File: src/rtl/gray_step_sequencer_pkg.sv
// Shared types and default widths for the Gray step sequencer.
// Holds the FSM state encoding used by the top level.
package gray_seq_pkg;

  localparam int DATA_WIDTH_DEF = 4;
  localparam int CNT_WIDTH_DEF  = 8;

  typedef enum logic [1:0] {
    ST_IDLE = 2'd0,
    ST_RUN  = 2'd1,
    ST_DONE = 2'd2
  } seq_state_e;

endpackage

File: src/rtl/gray_step_sequencer_if.sv
// Command, pacing and status bundle between a control agent and the sequencer.
// The master drives commands and pacing; the slave (sequencer) reports status.
interface gray_step_sequencer_if #(
  parameter int data_width = 4,
  parameter int cnt_width  = 8
);

  logic                  cmd_valid;
  logic                  cmd_ready;
  logic                  cmd_load;
  logic [data_width-1:0] cmd_start;
  logic [cnt_width-1:0]  cmd_steps;
  logic                  step_en;
  logic                  abort;
  logic [data_width-1:0] gray_out;
  logic [cnt_width-1:0]  steps_left;
  logic                  busy;
  logic                  done;
  logic                  wrap;

  modport master (
    output cmd_valid, cmd_load, cmd_start, cmd_steps, step_en, abort,
    input  cmd_ready, gray_out, steps_left, busy, done, wrap
  );

  modport slave (
    input  cmd_valid, cmd_load, cmd_start, cmd_steps, step_en, abort,
    output cmd_ready, gray_out, steps_left, busy, done, wrap
  );

endinterface

File: src/rtl/gray_count_core.sv
// Binary counter with synchronous load/increment, Gray-coded output and
// a registered wrap pulse that lines up with the count showing zero.
module gray_count_core
  import gray_seq_pkg::*;
#(
  parameter int data_width = DATA_WIDTH_DEF
) (
  input  logic                  clk,
  input  logic                  rst,
  input  logic                  i_load,
  input  logic [data_width-1:0] i_load_val,
  input  logic                  i_inc,
  output logic [data_width-1:0] o_gray,
  output logic                  o_wrap
);

  logic [data_width-1:0] r_bin;
  logic                  r_wrap;

  // wrap is registered with the increment so it rises with the zero count
  always_ff @(posedge clk or posedge rst) begin
    if (rst) begin
      r_bin  <= '0;
      r_wrap <= 1'b0;
    end else if (i_load) begin
      r_bin  <= i_load_val;
      r_wrap <= 1'b0;
    end else if (i_inc) begin
      r_bin  <= r_bin + 1'b1;
      r_wrap <= &r_bin;
    end else begin
      r_wrap <= 1'b0;
    end
  end

  assign o_gray = r_bin ^ (r_bin >> 1);
  assign o_wrap = r_wrap;

endmodule

File: src/rtl/gray_step_sequencer.sv
// Command-driven sequencer: accepts a command, optionally preloads the Gray
// counter, then advances it a programmed number of step_en-paced steps.
module gray_step_sequencer
  import gray_seq_pkg::*;
#(
  parameter int data_width = DATA_WIDTH_DEF,
  parameter int cnt_width  = CNT_WIDTH_DEF
) (
  input  logic                 clk,
  input  logic                 resetn,
  gray_step_sequencer_if.slave bus
);

  seq_state_e           r_state;
  seq_state_e           w_next;
  logic [cnt_width-1:0] r_steps_left;
  logic [cnt_width-1:0] w_steps_nxt;
  logic                 w_load;
  logic                 w_inc;

  always_ff @(posedge clk or posedge resetn) begin
    if (resetn) begin
      r_state      <= ST_IDLE;
      r_steps_left <= '0;
    end else begin
      r_state      <= w_next;
      r_steps_left <= w_steps_nxt;
    end
  end

  // abort wins over step_en in RUN, so counter and steps_left both hold
  always_comb begin
    w_next      = r_state;
    w_steps_nxt = r_steps_left;
    w_load      = 1'b0;
    w_inc       = 1'b0;
    unique case (r_state)
      ST_IDLE: begin
        if (bus.cmd_valid) begin
          w_steps_nxt = bus.cmd_steps;
          w_load      = bus.cmd_load;
          w_next      = (bus.cmd_steps == '0) ? ST_DONE : ST_RUN;
        end
      end
      ST_RUN: begin
        if (bus.abort) begin
          w_next = ST_IDLE;
        end else if (bus.step_en) begin
          w_inc       = 1'b1;
          w_steps_nxt = r_steps_left - 1'b1;
          if (r_steps_left == cnt_width'(1)) w_next = ST_DONE;
        end
      end
      ST_DONE: w_next = ST_IDLE;
      default: w_next = ST_IDLE;
    endcase
  end

  gray_count_core #(
    .data_width(data_width)
  ) u_core (
    .clk       (clk),
    .rst       (resetn),
    .i_load    (w_load),
    .i_load_val(bus.cmd_start),
    .i_inc     (w_inc),
    .o_gray    (bus.gray_out),
    .o_wrap    (bus.wrap)
  );

  assign bus.cmd_ready  = (r_state == ST_IDLE);
  assign bus.busy       = (r_state != ST_IDLE);
  assign bus.done       = (r_state == ST_DONE);
  assign bus.steps_left = r_steps_left;

endmodule

File: src/flat_wrapper.sv
// flat-port wrapper written by rule: the top's interface ports become plain ports
module gray_step_sequencer_flat import gray_seq_pkg::*;
#(
  parameter int data_width = DATA_WIDTH_DEF,
  parameter int cnt_width  = CNT_WIDTH_DEF
)
  (clk, resetn, bus_cmd_valid, bus_cmd_load, bus_cmd_start, bus_cmd_steps, bus_step_en, bus_abort, bus_cmd_ready, bus_gray_out, bus_steps_left, bus_busy, bus_done, bus_wrap);
  gray_step_sequencer_if #(.data_width(data_width), .cnt_width(cnt_width)) bus_i ();
  input  logic clk;
  input  logic resetn;
  input wire logic [$bits(bus_i.cmd_valid)-1:0] bus_cmd_valid;
  input wire logic [$bits(bus_i.cmd_load)-1:0] bus_cmd_load;
  input wire logic [$bits(bus_i.cmd_start)-1:0] bus_cmd_start;
  input wire logic [$bits(bus_i.cmd_steps)-1:0] bus_cmd_steps;
  input wire logic [$bits(bus_i.step_en)-1:0] bus_step_en;
  input wire logic [$bits(bus_i.abort)-1:0] bus_abort;
  output wire logic [$bits(bus_i.cmd_ready)-1:0] bus_cmd_ready;
  output wire logic [$bits(bus_i.gray_out)-1:0] bus_gray_out;
  output wire logic [$bits(bus_i.steps_left)-1:0] bus_steps_left;
  output wire logic [$bits(bus_i.busy)-1:0] bus_busy;
  output wire logic [$bits(bus_i.done)-1:0] bus_done;
  output wire logic [$bits(bus_i.wrap)-1:0] bus_wrap;
  assign bus_i.cmd_valid = bus_cmd_valid;
  assign bus_i.cmd_load = bus_cmd_load;
  assign bus_i.cmd_start = bus_cmd_start;
  assign bus_i.cmd_steps = bus_cmd_steps;
  assign bus_i.step_en = bus_step_en;
  assign bus_i.abort = bus_abort;
  assign bus_cmd_ready = bus_i.cmd_ready;
  assign bus_gray_out = bus_i.gray_out;
  assign bus_steps_left = bus_i.steps_left;
  assign bus_busy = bus_i.busy;
  assign bus_done = bus_i.done;
  assign bus_wrap = bus_i.wrap;
  gray_step_sequencer #(.data_width(data_width), .cnt_width(cnt_width)) u_core (.clk(clk), .resetn(resetn), .bus(bus_i));
endmodule
File: config.mk
export PLATFORM = sky130hd
export DESIGN_NAME = gray_step_sequencer_flat
export DESIGN_NICKNAME = d
export VERILOG_FILES = /design/src/rtl/gray_step_sequencer_pkg.sv /design/src/rtl/gray_step_sequencer_if.sv /design/src/rtl/gray_count_core.sv /design/src/rtl/gray_step_sequencer.sv /design/src/flat_wrapper.sv
export SDC_FILE = /design/constraint.sdc
export NUM_CORES = 1
export LEC_CHECK = 0
export BUFFER_PORTS_ARGS = -buffer_cell sky130_fd_sc_hd__clkbuf_2
export CAP_MARGIN = 20
export CORE_MARGIN = 3
export CORE_UTILIZATION = 30
export DETAILED_ROUTE_END_ITERATION = 12
export SETUP_SLACK_MARGIN = 0.02
export SLEW_MARGIN = 20
export SYNTH_ARGS = -nofsm -noshare
export SYNTH_HDL_FRONTEND = slang
export SYNTH_SLANG_ARGS = --single-unit
File: constraint.sdc
create_clock -name clk -period 1.8 [get_ports clk]
set_input_delay 0.18 -clock clk [delete_from_list [all_inputs] [get_ports clk]]
set_output_delay 0.18 -clock clk [all_outputs]
set_load 0.02 [all_outputs]
==> results of run 1 <==
-- metrics by stage --
step	worst slack, ns	std cells
after CTS	0.03219	187
after floorplan	0.02599	107
after global routing	-0.03702	187
after detailed placement	0.02150	181
after global placement	0.08761	181
final	0.004980	187
-- worst reg2reg max path: stages, from the launching register on --
cell	delay [ns]
sky130_fd_sc_hd__dfrtp_1	0.40
sky130_fd_sc_hd__inv_2	0.07
sky130_fd_sc_hd__ha_2	0.18
sky130_fd_sc_hd__or3b_4	0.39
sky130_fd_sc_hd__or3_4	0.34
sky130_fd_sc_hd__a21oi_2	0.16
sky130_fd_sc_hd__a2bb2oi_1	0.18
-- cell usage in the layout, fill, tap and decap left out, types with 2 or more instances in the layout --
cell | Yosys | routed
sky130_fd_sc_hd__a221o_1 | 2 | 2
sky130_fd_sc_hd__a211oi_1 | 2 | 2
sky130_fd_sc_hd__inv_1 | 4 | 2
sky130_fd_sc_hd__dfrtp_1 | 15 | 14
sky130_fd_sc_hd__nor4_1 | 2 | 2
sky130_fd_sc_hd__mux2i_1 | 2 | 2
sky130_fd_sc_hd__clkbuf_2 | 0 | 33
sky130_fd_sc_hd__inv_2 | 0 | 2
sky130_fd_sc_hd__a21oi_1 | 11 | 10
sky130_fd_sc_hd__nand3_1 | 2 | 2
sky130_fd_sc_hd__o21ai_0 | 5 | 5
sky130_fd_sc_hd__a31oi_1 | 2 | 2
sky130_fd_sc_hd__ha_1 | 5 | 4
sky130_fd_sc_hd__nand3b_1 | 2 | 2
sky130_fd_sc_hd__nor2_1 | 7 | 7
sky130_fd_sc_hd__o22ai_1 | 3 | 3
sky130_fd_sc_hd__clkbuf_4 | 0 | 3
sky130_fd_sc_hd__nand2_1 | 10 | 10
sky130_fd_sc_hd__nor2b_1 | 3 | 3
sky130_fd_sc_hd__nor3_1 | 4 | 4
sky130_fd_sc_hd__nand2b_1 | 2 | 2
sky130_fd_sc_hd__a2bb2oi_1 | 2 | 2
sky130_fd_sc_hd__and3_1 | 2 | 2
sky130_fd_sc_hd__buf_4 | 2 | 6
sky130_fd_sc_hd__or3_1 | 3 | 2
-- state kept, by name, summed over array words and instances (netlist names) --
signal                 cells
u_core.bus.steps_left      8
u_core.r_state             2
u_core.u_core.o_wrap       1
u_core.u_core.r_bin        4
-- final timing paths --
kind | from | end | cells past startpoint
worst max-delay path | u_core.bus.steps_left[1] | u_core.bus.steps_left[6] | 6
worst min-delay path | bus_cmd_start[1] | u_core.u_core.r_bin[1] | 3
worst max register to register | u_core.bus.steps_left[1] | u_core.bus.steps_left[6] | 6
worst min register to register | u_core.bus.steps_left[7] | u_core.bus.steps_left[7] | 2
max in group asynchronous | resetn | u_core.bus.steps_left[0] | 3
min in group asynchronous | resetn | u_core.bus.steps_left[5] | 3
-- repair_timing --
action	CTS	global route
endpoints found under the hold margin	15	0
setup endpoints to repair	1	1
pin swaps	0	1
hold buffers	1	0
gates resized for setup	0	5
gates cloned	0	0
setup buffers	1	0
-- layout make-up --
cell class | count | area [um^2] | area share [%]
clock buffers | 3 | 22.52 | 1.840
clock inverters | 1 | 5.005 | 0.4090
inverters | 4 | 15.01 | 1.227
multi-input cells | 82 | 531.8 | 43.46
flip-flops and latches | 15 | 376.6 | 30.78
well taps | 42 | 52.55 | 4.294
repair buffers | 40 | 220.2 | 18.00
-- report_power, final --
part | leakage [uW] | switching, uW | internal [uW]
registers | 0.000179 | 131 | 452
logic | 0.000375 | 492 | 337
clock network | 0.0000177 | 113 | 82.3
-- cell families after synthesis --
family | Yosys count | synth area share, %
and+or+nand+nor | 44 | 25.40
buffers and inverters | 10 | 5.290
AOI/OAI and AO/OA | 30 | 19.97
adders and majority gates | 5 | 6.614
DFF | 15 | 39.68
xor gates and xnor gates | 1 | 0.9261
muxes | 2 | 2.116
-- routing by layer --
| metal | up-vias | part of all wire (%) |
|---|---|---|
| li1 | 467 | - |
| met1 | 445 | 45 |
| met2 | 21 | 50 |
| met3 | 4 | 3.4 |
| met4 | 0 | 1.7 |
| met5 | - | 0 |
==> metrics.log, run 1 <==
INFO  metric critical_path.endpoint_type = flop
INFO  metric n_antenna_cell = 0
INFO  metric use_met3 = ~2.3%
INFO  metric drt-pass1-iter-count = 4
INFO  metric worstPathRequired = about 2.0 ns
INFO  metric placed_cell_area = 0.001167 mm^2
INFO  metric antenna_found_initial = 0
INFO  metric status = completed
INFO  metric post-route-util = a little over two fifths
INFO  metric grt_util_all_layers = approximately an eighth
INFO  metric cts_max_path_buffers = 2
INFO  metric yosys.cell_types.count = 34
INFO  metric hold_slack = 0.1011 ns
INFO  metric report.power.total = 1608 uW
INFO  metric timing.critical_path.cells = inv_2 > ha_2 > or3b_4 > or3_4 > a21oi_2 > a2bb2oi_1
INFO  metric fmax = ~560 MHz
INFO  metric relSlewSlack = around 60%
INFO  metric skew = 0.001717 ns
INFO  metric routed-via-count = ~940
INFO  metric post_synth_inst_count = 107
INFO  metric initialDrtViolationCount = 30
INFO  metric drive_above_1_share = 34.48%
INFO  metric synth.cells.most_frequent = 15 x sky130_fd_sc_hd__dfrtp_1, 11 x sky130_fd_sc_hd__a21oi_1, 10 x sky130_fd_sc_hd__nand2_1
INFO  metric synth.top_cells.by_area = sky130_fd_sc_hd__dfrtp_1 40%, sky130_fd_sc_hd__ha_1 6.6%, sky130_fd_sc_hd__a21oi_1 5.8%, sky130_fd_sc_hd__nand2_1 4.0%, sky130_fd_sc_hd__nor2_1 2.8%
INFO  metric floorplan.initialDensity = 32.88%
INFO  metric ys_seq_elements = 15
INFO  metric netlist_area = around 950 um^2
INFO  metric worstSetupPathType = reg -> reg
INFO  metric top_usage_layer = met2
INFO  metric rows = 19
INFO  metric cts_tree = built
INFO  metric cpPeakStageDelay = 0.40 ns
INFO  metric grt_first_pass_wirelength = 4.015 mm
INFO  metric yosys_top_cell_by_area = sky130_fd_sc_hd__dfrtp_1
INFO  metric critPathArrivalTime = 2.00 ns
INFO  metric die_area = 0.003863 mm^2
INFO  metric synth-async-reset-ratio = between 90% and 100%
INFO  metric synth_ff_type = sky130_fd_sc_hd__dfrtp_1
INFO  metric drc = 0
INFO  metric use_met1 = about 16%
INFO  metric wirelength = 2.472 mm
INFO  metric layout.cell_area.non_filler = 0.001224 mm^2
INFO  metric detail_route.vias_per_cell = 5.011
INFO  metric slowest_stage = sky130_fd_sc_hd__dfrtp_1
INFO  metric critical_path.top_delay_family = simple AND/OR/NAND/NOR gates
INFO  metric synthesis.nets = 130
INFO  metric type_of_element_launching_the_critical_path = flop
INFO  metric antenna_left = 0
INFO  metric fin_crit = 1.795 ns
INFO  metric globalRoute.totalOverflow = 0
INFO  metric fp.coreArea = roughly 0.0029 mm^2
INFO  metric grt_start_max_net_pins = 16
INFO  metric drt-wirelength-per-cell = 13.22 um
INFO  metric die_height = 62.15 um
INFO  metric area_growth_syn_to_layout = 29.36%
INFO  metric h-tree-depth = 1
INFO  metric clockRootBuffer = sky130_fd_sc_hd__clkbuf_4
INFO  metric yosysWarningCount = 0
INFO  metric timing.setup.tns = 0 ns
INFO  metric ff2ff_setup_slack = 0.005 ns
INFO  metric hold_class = in -> reg
INFO  metric clk_pin_slew_worst_paths = about 0.1 ns
INFO  metric cts_num_sinks = 15
INFO  metric worst_ir_drop_vdd = about 0.00042 V
INFO  metric powerDensity = 1314 mW/mm^2
INFO  metric final-max-slew-violation-count = 0
INFO  metric total_leakage_power = 0.0005717 uW
INFO  metric routabilityCongestion = 0.7533
INFO  metric yosys.area.top_type_share = about two fifths
INFO  metric setup_violations = 0
INFO  metric filler_cell_count = around 290
INFO  metric grt.met2_usage = 21.77%
INFO  metric nNetsFinal = 169
INFO  metric clock_latency = 0.28 ns
INFO  metric worst-path-buf-inv = 1
INFO  metric max-cap-violations = 0
INFO  metric chipWidth = 62.15 um
INFO  metric num_io_pins = 34
INFO  metric report.final.hold_viol_count = 0
INFO  metric proportion_of_synthesized_chip_area_in_sequential_cells = 39.68%
INFO  metric synth-edff-count = 0
INFO  metric worst-path-max-fanout = 3
INFO  metric final_min_period_over_clock_period = 99.72%
INFO  metric worst-slew-pin-transition = 0.5901 ns
INFO  metric cts_buffers = 3
INFO  metric first_global_vias = 890
INFO  metric dp_hpwl = 1.848 mm
INFO  metric synth.most_common_cell = sky130_fd_sc_hd__dfrtp_1
INFO  metric avgSynthCellArea = 8.840 um^2
INFO  metric io_buffer_count = 33
No activity file was read; power rests on OpenSTA's default activity.
==> run 2, diff against run 1 <==
--- a/config.mk
+++ b/config.mk
@@ -8,7 +8,10 @@
 export BUFFER_PORTS_ARGS = -buffer_cell sky130_fd_sc_hd__clkbuf_2
 export CAP_MARGIN = 20
+export CELL_PAD_IN_SITES_DETAIL_PLACEMENT = 0
+export CELL_PAD_IN_SITES_GLOBAL_PLACEMENT = 1
 export CORE_MARGIN = 3
 export CORE_UTILIZATION = 30
 export DETAILED_ROUTE_END_ITERATION = 12
+export PLACE_DENSITY_LB_ADDON = 0.1
 export SETUP_SLACK_MARGIN = 0.02
 export SLEW_MARGIN = 20
==> constraint.sdc (replaced) <==
create_clock -name clk -period 1.8 [get_ports clk]
set_input_delay 0.45 -clock clk [delete_from_list [all_inputs] [get_ports clk]]
set_output_delay 0.45 -clock clk [all_outputs]
set_load 0.02 [all_outputs]
==> run 2 against run 1 <==
Critical path depth stayed put. First-iteration DRC count rose by 23%. Sequential cell count stayed put. Maximum frequency up 3.6%. Power is 1.3% higher. Sequential power grew 0.7%. Clock power decreased by 3%. Worst hold slack improved by 0.095 ns. Utilization increased by 0.70 points. Worst setup slack better by 0.062 ns. Critical path type unchanged.
==> metrics.log, run 2 (synthesized netlist as in run 1, its figures left out) <==
INFO  metric status = completed
INFO  metric dp_hpwl = 1.892 mm (+2.3%)
INFO  metric max-cap-violations = 0 (unchanged)
INFO  metric grt_first_pass_wirelength = 4.209 mm (+4.8%)
INFO  metric n_antenna_cell = 0 (unchanged)
INFO  metric wirelength = 2.429 mm (-1.7%)
INFO  metric timing.critical_path.cells = inv_2 > ha_2 > or3b_4 > or3_4 > a21oi_2 > a2bb2oi_2
INFO  metric layout_common_cells = 33 x sky130_fd_sc_hd__clkbuf_2, 14 x sky130_fd_sc_hd__dfrtp_1, 10 x sky130_fd_sc_hd__a21oi_1, 10 x sky130_fd_sc_hd__nand2_1
INFO  metric critPathArrivalTime = 1.94 ns (-0.06 ns)
INFO  metric drt-wirelength-per-cell = 12.99 um (-1.7%)
INFO  metric first_global_vias = 911 (+2.4%)
INFO  metric relSlewSlack = 60.68% (about the same)
INFO  metric worst_ir_drop_vdd = 0.0005063 V (+21%)
INFO  metric multi_input_comb_area = 554.3 um^2 (+4.2%)
INFO  metric number_of_flip_flops_under_the_largest_register_name = 8 (unchanged)
INFO  metric cts_max_path_buffers = 2 (unchanged)
INFO  metric layout_commonest_cell = sky130_fd_sc_hd__clkbuf_2
INFO  metric worstPathRequired = 2.01 ns (about the same)
INFO  metric worst-slew-pin-transition = 0.5892 ns (-0.0008820 ns)
INFO  metric fmax = 576.9 MHz (+3.6%)
INFO  metric worst-path-max-fanout = 3 (unchanged)
INFO  metric grt_start_max_net_pins = 16 (unchanged)
INFO  metric placed_cell_area = 0.001167 mm^2 (unchanged)
INFO  metric filler_cell_count = 296 (+1.7%)
INFO  metric type_of_element_launching_the_critical_path = flop
INFO  metric fp.coreArea = 0.002877 mm^2 (unchanged)
INFO  metric globalRoute.totalOverflow = 0 (unchanged)
INFO  metric rows = 19 (unchanged)
INFO  metric worst_r2r_startpoint = u_core.bus.steps_left[0]
INFO  metric critical_path.endpoint_type = flop
INFO  metric grt_setup_unrepaired = yes
INFO  metric layoutNonFillerInstCount = 187 (unchanged)
INFO  metric critical_path.top_delay_family = simple AND/OR/NAND/NOR gates
INFO  metric initialDrtViolationCount = 37 (+23%)
INFO  metric routabilityCongestion = 0.7806 (+3.6%)
INFO  metric grt_util_all_layers = 13.12% (+0.32 points)
INFO  metric fin_crit = 1.733 ns (-0.06166 ns)
INFO  metric setup_violations = 0 (unchanged)
INFO  metric place_inst = 181 (unchanged)
INFO  metric detail_route.vias_per_cell = 4.989 (-0.43%)
INFO  metric report.power.total = 1629 uW (+1.3%)
INFO  metric layout.cell_area.non_filler = 0.001244 mm^2 (+1.6%)
INFO  metric io_buffer_count = 33 (unchanged)
INFO  metric slowest_stage = sky130_fd_sc_hd__dfrtp_2
INFO  metric clockRootBuffer = sky130_fd_sc_hd__clkbuf_4
INFO  metric die_height = 62.15 um (unchanged)
INFO  metric final-max-slew-violation-count = 0 (unchanged)
INFO  metric critPathLaunch = u_core.bus.steps_left[0]
INFO  metric cts_tree = built
INFO  metric antenna_left = 0 (unchanged)
INFO  metric final_min_period_over_clock_period = 96.30% (-3.4 points)
INFO  metric num_io_pins = 34 (unchanged)
INFO  metric drive_above_1_share = 37.93% (+3.4 points)
INFO  metric cts_num_sinks = 15 (unchanged)
INFO  metric antenna_found_initial = 0 (unchanged)
INFO  metric report.final.hold_viol_count = 0 (unchanged)
INFO  metric floorplan.initialDensity = 32.88% (unchanged)
INFO  metric worstSetupPathType = reg -> reg
INFO  metric powerDensity = 1310 mW/mm^2 (-0.31%)
INFO  metric clock_latency = 0.28 ns (about the same)
INFO  metric hold_slack = 0.1957 ns (+0.09468 ns)
INFO  metric skew = 0.007357 ns (+0.005640 ns)
INFO  metric layout_setup_ws = 0.06664 ns (+0.06166 ns)
INFO  metric cpPeakStageDelay = 0.42 ns (+0.02 ns)
INFO  metric worst-path-buf-inv = 1 (unchanged)
INFO  metric register_area = 376.6 um^2 (unchanged)
INFO  metric cts_buffers = 3 (unchanged)
INFO  metric drt-pass1-iter-count = 4 (unchanged)
INFO  metric drc = 0 (unchanged)
INFO  metric area_growth_syn_to_layout = 31.48%
INFO  metric routed-via-count = 933 (-0.43%)
INFO  metric die_area = 0.003863 mm^2 (unchanged)
INFO  metric nNetsFinal = 169 (unchanged)
INFO  metric hold_class = in -> async
INFO  metric dp_slack = 0.01585 ns (-0.005646 ns)
INFO  metric total_leakage_power = 0.0005767 uW (+0.89%)
INFO  metric clk_pin_slew_worst_paths = 0.09 ns (about the same)
INFO  metric h-tree-depth = 1 (unchanged)
INFO  metric chipWidth = 62.15 um (unchanged)
## run 2: cell types whose count changed in the layout (fill, tap and decap cells not counted), sizes merged
cell / previous run / this run
buf: 6 / 7
dlygate4sd3: 1 / 0
## run 2: where the power goes
group / switching, uW / leakage, uW / internal (uW)
Combinational: 492 / 0.000380 / 359
Clock: 108 / 0.0000177 / 82.3
Sequential: 135 / 0.000179 / 452
Total: 735 / 0.000577 / 894
## run 2: what timing repair did
| item | CTS | global route |
|---|---|---|
| hold buffers | 0 | 0 |
| endpoints found under the setup margin | 1 | 2 |
| setup buffers | 1 | 1 |
| pin swaps | 1 | 1 |
| gates resized for setup | 1 | 8 |
## run 2: routing by layer
layer	GRT usage, %	vias to the layer above	wire length, um
met5	0	-	0
met3	2.703	4	126
met4	4.972	0	31
met1	18.75	437	1241
met2	19.35	26	1029
li1	-	466	-
## run 2: layout make-up
| cell class | count | area share (%) |
|---|---|---|
| well taps | 42 | 4.225 |
| inverters | 4 | 1.207 |
| repair buffers | 40 | 17.51 |
| multi-input cells | 82 | 44.57 |
| clock buffers | 3 | 1.811 |
| flip-flops and latches | 15 | 30.28 |
| clock inverters | 1 | 0.4024 |
## run 2: worst paths after layout
kind / endpoint / cells past startpoint / slack (ns)
hold / removal: u_core.u_core.r_bin[3] / 2 / 0.20
setup reg to reg: u_core.bus.steps_left[6] / 6 / 0.07
setup / recovery: u_core.bus.steps_left[6] / 6 / 0.07
max in group asynchronous: u_core.bus.steps_left[0] / 2 / 1.19
hold reg to reg: u_core.bus.steps_left[7] / 2 / 0.55
min in group clk: u_core.u_core.r_bin[1] / 3 / 0.37
## run 2: per-stage QoR
stage | utilization (%) | setup TNS, ns
CTS | 41.89 | 0
detailed placement | 40.58 | 0
global route | 43.24 | -0.003494
global placement | 40.58 | 0
finish | 43.24 | 0
floorplan | - | 0
==> run 3, diff against run 2 <==
ABC_AREA = 1   (was unset)
==> run 3 against run 2 <==
Area after synthesis is 10% higher. Combinational power grew 50%. Cell count increased by 23%. Global-route usage grew 1.3 points. First-iteration DRC count shrank 27%. Clock-buffer cell count up 1. Via count rose by 13%. Register-to-register slack better by 0.19 ns. Sequential share of layout area fell by 0.61 points. Routed wire length increased by 11%. Critical endpoint is now bus_gray_out[0]. Largest power group unchanged.
==> metrics.log, run 3 <==
INFO  metric chipWidth = 64.94 um (+4.5%)
INFO  metric timing.setup.tns = 0 ns (unchanged)
INFO  metric setup_violations = 0 (unchanged)
INFO  metric yosys_top_cell_by_area = sky130_fd_sc_hd__dfrtp_1
INFO  metric status = completed
INFO  metric yosys.area.top_type_share = 36.01% (-3.7 points)
INFO  metric antenna_left = 0 (unchanged)
INFO  metric worstSetupPathType = reg -> out
INFO  metric floorplan.initialDensity = 32.80% (-0.089 points)
INFO  metric grt_setup_unrepaired = no
INFO  metric fp.coreArea = 0.003178 mm^2 (+10%)
INFO  metric layout_common_cells = 48 x sky130_fd_sc_hd__nand2_1, 33 x sky130_fd_sc_hd__clkbuf_2, 20 x sky130_fd_sc_hd__nor2_1, 16 x sky130_fd_sc_hd__inv_1, 15 x sky130_fd_sc_hd__dfrtp_1
INFO  metric number_of_flip_flops_under_the_largest_register_name = 8 (unchanged)
INFO  metric grt.met2_usage = 24.65% (+5.3 points)
INFO  metric synth_fa_ha_area_share = 6.002% (-0.61 points)
INFO  metric fin_crit = 1.647 ns (-0.08664 ns)
INFO  metric clock_latency = 0.29 ns (about the same)
INFO  metric synth-edff-count = 0 (unchanged)
INFO  metric cts_num_sinks = 15 (unchanged)
INFO  metric synth.top_cells.by_area = sky130_fd_sc_hd__dfrtp_1 36%, sky130_fd_sc_hd__nand2_1 17%, sky130_fd_sc_hd__nor2_1 7.2%, sky130_fd_sc_hd__ha_1 6.0%, sky130_fd_sc_hd__inv_1 5.8%
INFO  metric synth-async-reset-ratio = 100.0% (unchanged)
INFO  metric grt_start_max_net_pins = 16 (unchanged)
INFO  metric report.final.hold_viol_count = 0 (unchanged)
INFO  metric area_growth_syn_to_layout = 21.37%
INFO  metric synth.cells.most_frequent = 48 x sky130_fd_sc_hd__nand2_1, 20 x sky130_fd_sc_hd__nor2_1, 16 x sky130_fd_sc_hd__inv_1
INFO  metric nNetsFinal = 210 (+24%)
INFO  metric n_antenna_cell = 0 (unchanged)
INFO  metric netlist_area = 0.001042 mm^2 (+10%)
INFO  metric layout_setup_ws = 0.1533 ns (+0.08664 ns)
INFO  metric powerDensity = 1694 mW/mm^2 (+29%)
INFO  metric routed-via-count = 1055 (+13%)
INFO  metric synth.most_common_cell = sky130_fd_sc_hd__nand2_1
INFO  metric cts_tree = built
INFO  metric proportion_of_synthesized_chip_area_in_sequential_cells = 36.01% (-3.7 points)
INFO  metric clockRootBuffer = sky130_fd_sc_hd__clkbuf_4
INFO  metric synthesis.nets = 175 (+35%)
INFO  metric worst_ir_drop_vdd = 0.0006042 V (+19%)
INFO  metric drive_above_1_share = 23.12% (-15 points)
INFO  metric synth_ff_type = sky130_fd_sc_hd__dfrtp_1
INFO  metric max-cap-violations = 0 (unchanged)
INFO  metric ys_seq_elements = 15 (unchanged)
INFO  metric post-cts-setup-buffers = 0 (-1)
INFO  metric drt-pass1-iter-count = 6 (+2)
INFO  metric dp_slack = 0.2713 ns (+0.2554 ns)
INFO  metric grt_first_pass_wirelength = 4.705 mm (+12%)
INFO  metric final_min_period_over_clock_period = 91.48% (-4.8 points)
INFO  metric worst-slew-pin-transition = 0.6217 ns (+0.03255 ns)
INFO  metric drt-wirelength-per-cell = 11.70 um (-9.9%)
INFO  metric num_io_pins = 34 (unchanged)
INFO  metric critical_path.endpoint_type = primary output
INFO  metric initialDrtViolationCount = 27 (-27%)
INFO  metric synth_top_family_by_area = simple AND/OR/NAND/NOR gates
INFO  metric yosys.cell_types.count = 24 (-29%)
INFO  metric fmax = 607.3 MHz (+5.3%)
INFO  metric total_leakage_power = 0.0006798 uW (+18%)
INFO  metric wirelength = 2.691 mm (+11%)
INFO  metric h-tree-depth = 1 (unchanged)
INFO  metric cts_hold_repair.buffers = 0 (unchanged)
INFO  metric clk_pin_slew_worst_paths = 0.11 ns (+0.02 ns)
INFO  metric relSlewSlack = 58.51% (-2.2 points)
INFO  metric post_synth_and_or_nand_nor_area_fraction = 34.57% (+9.2 points)
INFO  metric die_height = 64.94 um (+4.5%)
INFO  metric top_usage_layer = met2
INFO  metric use_met1 = 17.67% (-1.1 points)
INFO  metric final-max-slew-violation-count = 0 (unchanged)
INFO  metric critPathArrivalTime = 1.20 ns (-0.74 ns)
INFO  metric dp_hpwl = 2.118 mm (+12%)
INFO  metric skew = 0.01794 ns (+0.01058 ns)
INFO  metric rows = 20 (+1)
INFO  metric r2r_cells = 7 (+1)
INFO  metric yosys-mux-area-fraction = 0% (-2.1 points)
INFO  metric worst-path-max-fanout = 3 (unchanged)
INFO  metric type_of_element_launching_the_critical_path = flop
INFO  metric place_inst = 226 (+25%)
INFO  metric layout_commonest_cell = sky130_fd_sc_hd__nand2_1
INFO  metric routabilityCongestion = 0.7480 (-4.2%)
INFO  metric worstPathRequired = 1.35 ns (-0.66 ns)
INFO  metric cts_repair_resize_count = 0 (-1)
INFO  metric drc = 0 (unchanged)
INFO  metric layoutNonFillerInstCount = 230 (+23%)
INFO  metric hold_class = in -> async
INFO  metric antenna_found_initial = 0 (unchanged)
INFO  metric grt_util_all_layers = 14.39% (+1.3 points)
INFO  metric first_global_vias = 1024 (+12%)
INFO  metric cts_max_path_buffers = 2 (unchanged)
INFO  metric use_met3 = 3.293% (+0.59 points)
INFO  metric synthesized_area_fraction_occupied_by_ao_oa_aoi_and_oai_cells = 11.76% (-8.2 points)
INFO  metric post_synth_xor_area_fraction = 2.521% (+1.6 points)
INFO  metric cts_buffers = 3 (unchanged)
INFO  metric yosysWarningCount = 0 (unchanged)
INFO  metric globalRoute.totalOverflow = 0 (unchanged)
INFO  metric avgSynthCellArea = 6.857 um^2 (-22%)
INFO  metric post_synth_inst_count = 152 (+42%)
INFO  metric detail_route.vias_per_cell = 4.587 (-8.1%)
INFO  metric die_area = 0.004217 mm^2 (+9.2%)
INFO  metric io_buffer_count = 33 (unchanged)
==> run 3: critical path, cell delays in order, from the launching register on <==
cell and delay, ns:
sky130_fd_sc_hd__dfrtp_1 0.42, sky130_fd_sc_hd__ha_1 0.31, sky130_fd_sc_hd__clkbuf_2 0.17
==> run 3: metrics by stage <==
stage	util [%]	cell area, um^2	hold slack [ns]	power [uW]
2_1_floorplan	-	1042	0.3515	1619
3_3_place_gp	38.98	1239	0.5378	1952
3_5_place_dp	38.98	1239	0.5354	1962
4_1_cts	39.80	1265	0.2315	2177
5_1_grt	39.80	1265	0.2374	2386
6_report	39.80	1265	0.1942	2142
==> run 3: where the power goes <==
part	switching (uW)	leakage [uW]	internal (uW)	total [uW]
sequential	176	0.000186	482	657
clock	116	0.0000150	86.0	202
combinational	841	0.000479	442	1280
==> run 3: routing by layer <==
layer / vias up / part of all wire, % / wire [um]
met3: 2 / 4.7 / 126
met4: 0 / 0.89 / 24
li1: 547 / - / -
met5: - / 0 / 0
met2: 21 / 48 / 1281
met1: 485 / 47 / 1259
==> run 3: path summary, 6_finish.rpt <==
path,startpoint,endpoint,slack (ns)
worst max register to register,u_core.r_state[0],u_core.bus.steps_left[5],0.26
worst min register to register,u_core.u_core.r_bin[3],u_core.u_core.r_bin[3],0.55
min in group clk,bus_cmd_start[1],u_core.u_core.r_bin[1],0.38
worst max-delay path,u_core.u_core.r_bin[1],bus_gray_out[0],0.15
max in group asynchronous,resetn,u_core.bus.steps_left[7],1.19
worst min-delay path,resetn,u_core.u_core.r_bin[1],0.19
==> run 3: layout make-up <==
cell class                      count  area (um^2)
Fill cell                         362         1913
Timing Repair Buffer               33        165.2
Inverter                           19        71.32
Multi-Input combinational cell    115        571.8
Tap cell                           44        55.05
Sequential cell                    15        375.4
Clock buffer                        4        26.28
==> run 3: kinds of logic (layout without fill, tap and decap cells) <==
| group | Yosys count | after routing |
|---|---|---|
| and+or+nand+nor | 84 | 84 |
| AOI/OAI and AO/OA | 23 | 23 |
| buffers and inverters | 22 | 56 |
| DFF | 15 | 15 |
| adders and majority gates | 5 | 5 |
| xor gates and xnor gates | 3 | 3 |
